### config.mk
export PLATFORM = sky130hd
export DESIGN_NAME = icache_direct_flat
export DESIGN_NICKNAME = d
export VERILOG_FILES = /design/src/rtl/icache_direct_if.sv /design/src/rtl/icache_direct.sv /design/src/flat_wrapper.sv
export SDC_FILE = /design/constraint.sdc
export NUM_CORES = 1
export LEC_CHECK = 0
export ABC_AREA = 1
export CORE_ASPECT_RATIO = 1.2
export CORE_UTILIZATION = 54
export DETAILED_ROUTE_END_ITERATION = 12
export MAX_ROUTING_LAYER = met4
export PLACE_DENSITY = 0.86
export SYNTH_ARGS = -nofsm -noshare
export SYNTH_HDL_FRONTEND = slang
export SYNTH_SLANG_ARGS = --single-unit
### constraint.sdc
create_clock -name CLK -period 3.9 [get_ports CLK]
set_input_delay 0.39 -clock CLK [delete_from_list [all_inputs] [get_ports CLK]]
set_output_delay 0.39 -clock CLK [all_outputs]
set_load 0.005 [all_outputs]
### src/rtl/icache_direct_if.sv
// ---------------------------------------------------------------------------
// icache_direct_if
// Bundle of the fetch-side and memory-side signals of the direct-mapped
// instruction cache, plus its statistics counters.
//
//   imemREN    datapath read request
//   imemaddr   datapath byte address (word aligned, [1:0] ignored)
//   flush      synchronous invalidate-all request
//   ihit       imemload valid for imemaddr this cycle
//   imemload   instruction word returned to the datapath
//   iREN       memory read request
//   iaddr      memory read address (word aligned)
//   iwait      memory busy; iload valid in a cycle with iREN=1 and iwait=0
//   iload      memory read data
//   hit_count  cycles with ihit=1
//   miss_count misses started
//
// slave  : the cache's view
// master : the view of the environment (datapath + memory arbiter)
// ---------------------------------------------------------------------------
interface icache_direct_if;
    logic        imemREN;
    logic [31:0] imemaddr;
    logic        flush;
    logic        ihit;
    logic [31:0] imemload;
    logic        iREN;
    logic [31:0] iaddr;
    logic        iwait;
    logic [31:0] iload;
    logic [31:0] hit_count;
    logic [31:0] miss_count;

    modport slave (
        input  imemREN, imemaddr, flush, iwait, iload,
        output ihit, imemload, iREN, iaddr, hit_count, miss_count
    );

    modport master (
        output imemREN, imemaddr, flush, iwait, iload,
        input  ihit, imemload, iREN, iaddr, hit_count, miss_count
    );
endinterface

### src/rtl/icache_direct.sv
// ---------------------------------------------------------------------------
// icache_direct
// Direct-mapped, read-only instruction cache between the fetch port and the
// memory arbiter. Lookup is combinational; a miss fetches one word, fills the
// frame and returns to IDLE, where the hit is then seen. Hit/miss counters
// are kept for performance monitoring.
//
// Ports
//   CLK   in  system clock, all state on the rising edge
//   RST   in  asynchronous, active-high reset
//   bus   slave side of icache_direct_if (fetch request/response, memory
//         request/response, flush, hit_count/miss_count)
//
// Parameters
//   SETS      number of frames (power of 2, at least 2)
//   PC_RESET  fetch reset address; not used by the cache logic
// ---------------------------------------------------------------------------
module icache_direct #(
    parameter int unsigned SETS     = 16,
    parameter logic [31:0] PC_RESET = 32'h0
) (
    input  logic           CLK,
    input  logic           RST,
    icache_direct_if.slave bus
);
    localparam int IDXW = $clog2(SETS);
    localparam int TAGW = 32 - IDXW - 2;

    typedef enum logic {
        IDLE  = 1'b0,
        FETCH = 1'b1
    } state_t;

    state_t state, next_state;

    // Frame storage: valid bits are control state and are reset; tag and
    // data are only meaningful under a set valid bit and are never reset.
    logic [SETS-1:0] valid;
    logic [TAGW-1:0] tag_mem  [SETS];
    logic [31:0]     data_mem [SETS];

    logic [IDXW-1:0] idx;
    logic [TAGW-1:0] tag;
    logic            hit;
    logic            ihit_c;
    logic            iren_c;
    logic            miss_start;
    logic            fill;
    logic [31:0]     hit_cnt;
    logic [31:0]     miss_cnt;

    // Byte offset and the bring-up reset address take no part in caching.
    logic            unused_bits;
    assign unused_bits = ^{bus.imemaddr[1:0], PC_RESET};

    assign idx = bus.imemaddr[IDXW+1:2];
    assign tag = bus.imemaddr[31:IDXW+2];
    assign hit = bus.imemREN & valid[idx] & (tag_mem[idx] == tag);

    // Next state and outputs
    always_comb begin
        next_state = state;
        ihit_c     = 1'b0;
        iren_c     = 1'b0;
        miss_start = 1'b0;
        fill       = 1'b0;
        case (state)
            IDLE: begin
                ihit_c = hit;
                // A flush in the same cycle suppresses the miss; the address
                // is re-looked-up against the emptied cache next cycle.
                if (bus.imemREN && !hit && !bus.flush) begin
                    next_state = FETCH;
                    miss_start = 1'b1;
                end
            end
            FETCH: begin
                iren_c = 1'b1;
                // Flush wins over a completing fill: the arriving word is
                // dropped so no frame survives the invalidate. The fill
                // completes regardless of imemREN so the memory transaction
                // is never abandoned.
                if (bus.flush) begin
                    next_state = IDLE;
                end else if (!bus.iwait) begin
                    next_state = IDLE;
                    fill       = 1'b1;
                end
            end
        endcase
    end

    // No bypass of iload: the filled word is returned from the frame on the
    // following IDLE cycle, so ihit and iREN are never high together.
    assign bus.ihit       = ihit_c;
    assign bus.imemload   = ihit_c ? data_mem[idx] : 32'h0;
    assign bus.iREN       = iren_c;
    assign bus.iaddr      = {bus.imemaddr[31:2], 2'b00};
    assign bus.hit_count  = hit_cnt;
    assign bus.miss_count = miss_cnt;

    // State, valid bits and counters
    always_ff @(posedge CLK or posedge RST) begin
        if (RST) begin
            state    <= IDLE;
            valid    <= '0;
            hit_cnt  <= 32'h0;
            miss_cnt <= 32'h0;
        end else begin
            state <= next_state;
            if (bus.flush) begin
                valid <= '0;
            end else if (fill) begin
                valid[idx] <= 1'b1;
            end
            // Counters wrap naturally and are not touched by flush.
            if (ihit_c) begin
                hit_cnt <= hit_cnt + 32'd1;
            end
            if (miss_start) begin
                miss_cnt <= miss_cnt + 32'd1;
            end
        end
    end

    // Frame tag/data write; fill is already low during reset (state IDLE).
    always_ff @(posedge CLK) begin
        if (fill) begin
            tag_mem[idx]  <= tag;
            data_mem[idx] <= bus.iload;
        end
    end
endmodule

### src/flat_wrapper.sv
// flat-port wrapper written by rule: the top's interface ports become plain ports
module icache_direct_flat 
#(
    parameter int unsigned SETS     = 16,
    parameter logic [31:0] PC_RESET = 32'h0
)
  (CLK, RST, bus_imemREN, bus_imemaddr, bus_flush, bus_iwait, bus_iload, bus_ihit, bus_imemload, bus_iREN, bus_iaddr, bus_hit_count, bus_miss_count);
  icache_direct_if bus_i ();
  input  logic CLK;
  input  logic RST;
  input wire logic [$bits(bus_i.imemREN)-1:0] bus_imemREN;
  input wire logic [$bits(bus_i.imemaddr)-1:0] bus_imemaddr;
  input wire logic [$bits(bus_i.flush)-1:0] bus_flush;
  input wire logic [$bits(bus_i.iwait)-1:0] bus_iwait;
  input wire logic [$bits(bus_i.iload)-1:0] bus_iload;
  output wire logic [$bits(bus_i.ihit)-1:0] bus_ihit;
  output wire logic [$bits(bus_i.imemload)-1:0] bus_imemload;
  output wire logic [$bits(bus_i.iREN)-1:0] bus_iREN;
  output wire logic [$bits(bus_i.iaddr)-1:0] bus_iaddr;
  output wire logic [$bits(bus_i.hit_count)-1:0] bus_hit_count;
  output wire logic [$bits(bus_i.miss_count)-1:0] bus_miss_count;
  assign bus_i.imemREN = bus_imemREN;
  assign bus_i.imemaddr = bus_imemaddr;
  assign bus_i.flush = bus_flush;
  assign bus_i.iwait = bus_iwait;
  assign bus_i.iload = bus_iload;
  assign bus_ihit = bus_i.ihit;
  assign bus_imemload = bus_i.imemload;
  assign bus_iREN = bus_i.iREN;
  assign bus_iaddr = bus_i.iaddr;
  assign bus_hit_count = bus_i.hit_count;
  assign bus_miss_count = bus_i.miss_count;
  icache_direct #(.SETS(SETS), .PC_RESET(PC_RESET)) u_core (.CLK(CLK), .RST(RST), .bus(bus_i));
endmodule
* After elaboration in Yosys (flattened, before gate mapping)
Memories as Yosys holds them, arrays and structs flattened. Cells that the tools add are included.
Cells by class: add/sub/neg operators 2, $lt $le $gt $ge 2, eq/ne operators 1, mux-type cells 19, bitwise logic cells 4, reduce and logical (&&, ||, !) cells 6
Operators with widths (number):
- adder 32 x 1 -> 32 bit (second input constant) | 2
- 2-to-1 mux 16 bit | 2
- 2-to-1 mux 32 bit | 1
- equality test 26 bit | 1
- OR 16 bit | 1
- 2-to-1 mux 1 bit | 13
- less-than comparator 4 x 5 -> 1 bit (second input constant) | 1
- binary-select mux 1 bit (select 4 bit) | 1
- demux 1 bit (select 4 bit) | 1
- >= comparator 4 x 1 -> 1 bit (second input constant) | 1
- logical AND 1 bit | 3
- AND 1 bit | 2
- zero test 1 bit | 2
- case mux 1 bit (2 select lines) | 1
- nonzero test 2 bit | 1
- inverter 1 bit | 1
Word-level totals: bits in registers 81, memory bits (writable) 928, output and inout bits 130, logic and storage cells 40, memories 2
Memory list:
- u_core.data_mem | words 16, bits a word 32, read ports 1, clocked after memory_dff 0, wr ports 1, RTL line icache_direct.sv:40 | logic [31:0] data_mem [SETS];
- u_core.tag_mem | words 16, bits a word 26, read ports 1, clocked after memory_dff 0, wr ports 1, RTL line icache_direct.sv:39 | logic [TAGW-1:0] tag_mem [SETS];

* Longest topological paths before layout
depth in word-level cells 9, gate-level depth with buffers 23, gate-level depth less buffers 19

* Worst setup path after synthesis
OpenSTA, ideal clock, no wires.
kind in2reg, from input port bus_imemaddr[2], to memory u_core.data_mem[10][0], enable pin, library setup time 476 ps, arrival time 3924 ps, data required time 3424 ps, slack -499 ps, stages on the path 8, path through buf_4 -> nor2_1 -> clkbuf_1 -> inv_1 -> clkbuf_1 -> nor2_1 -> inv_1 -> nor2_1
RTL lines:
- start, declared | RTL line flat_wrapper.sv:12 | input wire logic [$bits(bus_i.imemaddr)-1:0] bus_imemaddr;
- end, declared | RTL line icache_direct.sv:40
No word-level cell before the write port.

* Worst setup path after layout
from input port bus_imemaddr[5], to output port bus_imemload[9]
Between the ends: cells in the longest elaborated chain, start to end 6
Ends and longest elaborated chain:
- branches (longest 5 deep; another with memory (16 x 26 bit))
- 2-to-1 mux 32 bit (*) | RTL line icache_direct.sv:96 | assign bus.imemload = ihit_c ? data_mem[idx] : 32'h0;
- end, declared | RTL line flat_wrapper.sv:17 | output wire logic [$bits(bus_i.imemload)-1:0] bus_imemload;
Mark *: on every way between the ends. The select of a mux whose other input is x is not followed.

==> metrics.txt <==
TritonCTS clock tree yes; synth unique cells 34; maximum clock path buffer count 3; initial drt markers 4055; syn avg cell area 11.64 sq um; Reg2Reg Setup Slack 1.22 ns; Die Ht 304.2 um; initial antenna violation count 3; Slew headroom 53.71%; commonest non-fill, non-tap cells in the layout 1325 x nand2_1, 928 x edfxtp_1, 256 x o22ai_1; I/O Buffers 194; routed vias/inst 6.084; die extent in x 253.8 um; core area 75150 sq um; hold buffers post-CTS 0; Total Nets Final about 3900; total iterations of the first detailed-routing run 6; commonest non-fill, non-tap cell in the layout nand2_1; total global routing overflow 0; Layout fillers 5103; Cells after Synth ~3500; final core utilization about two thirds; sequential share of the synthesized area 72.76%; largest net degree at the start of global routing 130; Placer Congestion about 0.95; failing checks negative setup slack; CTS buffer count 93; share of layout cells above drive strength 1 9.842%; VDD IR max 0.4927 mV; Wirelength per Cell approximately 23 um; H-tree lvl count 3; worst setup path category in2out; period utilization 100.6%; synthesis warning total 0; effective utilization at floorplan 54.68%; Tightest Pin Transition about 0.69 ns; fin worst setup slack -0.02477 ns; outcome finished with violations; Layout Skew 0.05012 ns; max_cap viols 0; Pwr Density 464.8 nW/um^2; Pwr Total about 0.023 W; Setup WS pre-CTS -0.01897 ns; leakage 18.58 nW; met1 Use GR 35.88%; wirelength, routed 114.2 mm; Worst-Skew Late Latency 0.68 ns; GRT busiest layer met2; Hold Vio Cnt, Final 0; GR Util All Layers 29.38%; met2 Use GR a little under half; nature of the critical path endpoint output port; Arr. time, crit path 3.53 ns; FP Rows 110; first-pass GRT wire length 166.4 mm; Critical Path Start Type primary input; Synth-to-Final Area Change 18.68%; worst hold slack between 0.08 and 0.09 ns; met3 usage in global routing 4.876%; Clock Tree Root clkbuf_16; Routed Antenna Nets 0; Clk pin slew, worst setup/hold paths 0.07 ns; post-DP HPWL around 64 mm; full die area roughly 77000 sq um; vias in the first global route 29098; fmax 0.2548 GHz; clk sinks 1009; Slew Limit Fails 0; worst min-delay path category in2async; unrepaired setup endpoints after global routing yes; crit-path max FO 17; Final setup viols 3; worst endpoint required time 3.51 ns; Final min period between 3 and 4 ns; register bit total from synthesis slightly above 1000; num ports about 200; via count 29704; Cell Area, Synth slightly above 40000 sq um; DRC 0; setup TNS -0.04617 ns
-- final timing paths --
kind / start / endpoint / cells after the start
min: RST / u_core.bus.miss_count[0] / 2
max: bus_imemaddr[5] / bus_imemload[9] / 18
min in group CLK: bus_iwait / u_core.state / 3
min reg2reg: u_core.valid[5] / u_core.valid[5] / 2
max reg2reg: u_core.tag_mem[6][5] / u_core.bus.hit_count[27] / 16
max in group asynchronous: RST / u_core.bus.hit_count[11] / 3
-- final cells by class --
class / instances / area, sq um / share of cell area, %
diodes: 3 / 7.507 / 0.01540
clock buffers: 101 / 2357 / 4.834
clock inverters: 71 / 782.0 / 1.604
inverters: 88 / 355.3 / 0.7287
multi-input cells: 2232 / 10110 / 20.73
flip-flops and latches: 1009 / 29890 / 61.31
well taps: 1008 / 1261 / 2.586
repair buffers: 370 / 3996 / 8.196
-- timing repair --
item,CTS,global route
buffers inserted,0,12
cloned,0,6
resized for setup,4,47
pin swaps,0,9
endpoints found under the setup margin,32,33
-- flip-flops by register name (all words and copies together), names as in the netlist --
name                   flops
u_core.valid              16
u_core.bus.miss_count     32
u_core.bus.hit_count      32
u_core.data_mem          512
u_core.tag_mem           416
u_core.state               1
-- worst max-delay path: stages --
cell,delay [ns]
clkdlybuf4s50_1,0.42
buf_6,0.15
nand2_1,0.16
clkinv_4,0.15
buf_4,0.22
nand2_1,0.08
nand2_1,0.08
nor2_1,0.14
nand2_1,0.07
nand2_1,0.09
nand2_1,0.07
nor2_1,0.11
nand3b_1,0.19
nor2_4,0.17
nand2_4,0.15
buf_12,0.22
nor2_1,0.11
clkdlybuf4s50_1,0.51
-- stage by stage --
stage                     cells  area [sq um]
after CTS                  4861         48360
after floorplan            3531         41120
after detailed placement   4689         45210
after global placement     4689         45210
final                      4882         48760
after global routing       4882         48760
-- kinds of logic after synthesis --
| group | synth area share, % |
|---|---|
| buf+inv | 3.158 |
| simple gates | 17.17 |
| flops | 72.76 |
| xor+xnor | 0.8100 |
| fa+ha+maj | 0.06090 |
| other cells | 0.009127 |
| compound gates | 6.039 |
-- synthesized netlist by cell type --
library cell	count	area [sq um]
nand2_1	1329	4989
edfxtp_1	928	27870
o22ai_1	256	1602
nor2_1	208	780.8
o21ai_0	144	720.7
nand3_1	105	525.5
clkbuf_1	90	337.8
inv_1	82	307.8
dfrtp_1	81	2027
nand4_1	76	475.5
buf_2	47	235.2
buf_4	36	270.3
buf_1	27	101.4
nor3_1	24	120.1
xor2_1	21	183.9
xnor2_1	17	148.9
nor4_1	14	87.58
o21bai_1	14	105.1
o21ai_1	6	30.03
inv_2	5	18.77
a21oi_1	3	15.01
buf_6	2	22.52
ha_1	2	25.02
nand3b_1	2	15.01
nor2_2	2	12.51
and2_1	1	6.260
and3_1	1	6.260
clkinv_1	1	3.750
conb_1	1	3.750
nand2_2	1	6.260
nand3_2	1	10.01
nor2_4	1	11.26
nor3b_1	1	7.510
o21ai_2	1	8.760
-- power breakdown --
part / internal, W / switching, W / total, W
Clock: 0.00519 / 0.00412 / 0.00930
Sequential: 0.0119 / 0.0000422 / 0.0119
Combinational: 0.000495 / 0.000971 / 0.00147
Total: 0.0175 / 0.00513 / 0.0227
-- per-layer routing --
layer / vias up / wire length (um)
li1: 12928 / -
met1: 14139 / 39130
met2: 2223 / 57030
met3: 414 / 12540
met4: 0 / 5542
met5: - / 0
No activity file was read; power rests on OpenSTA's default activity.
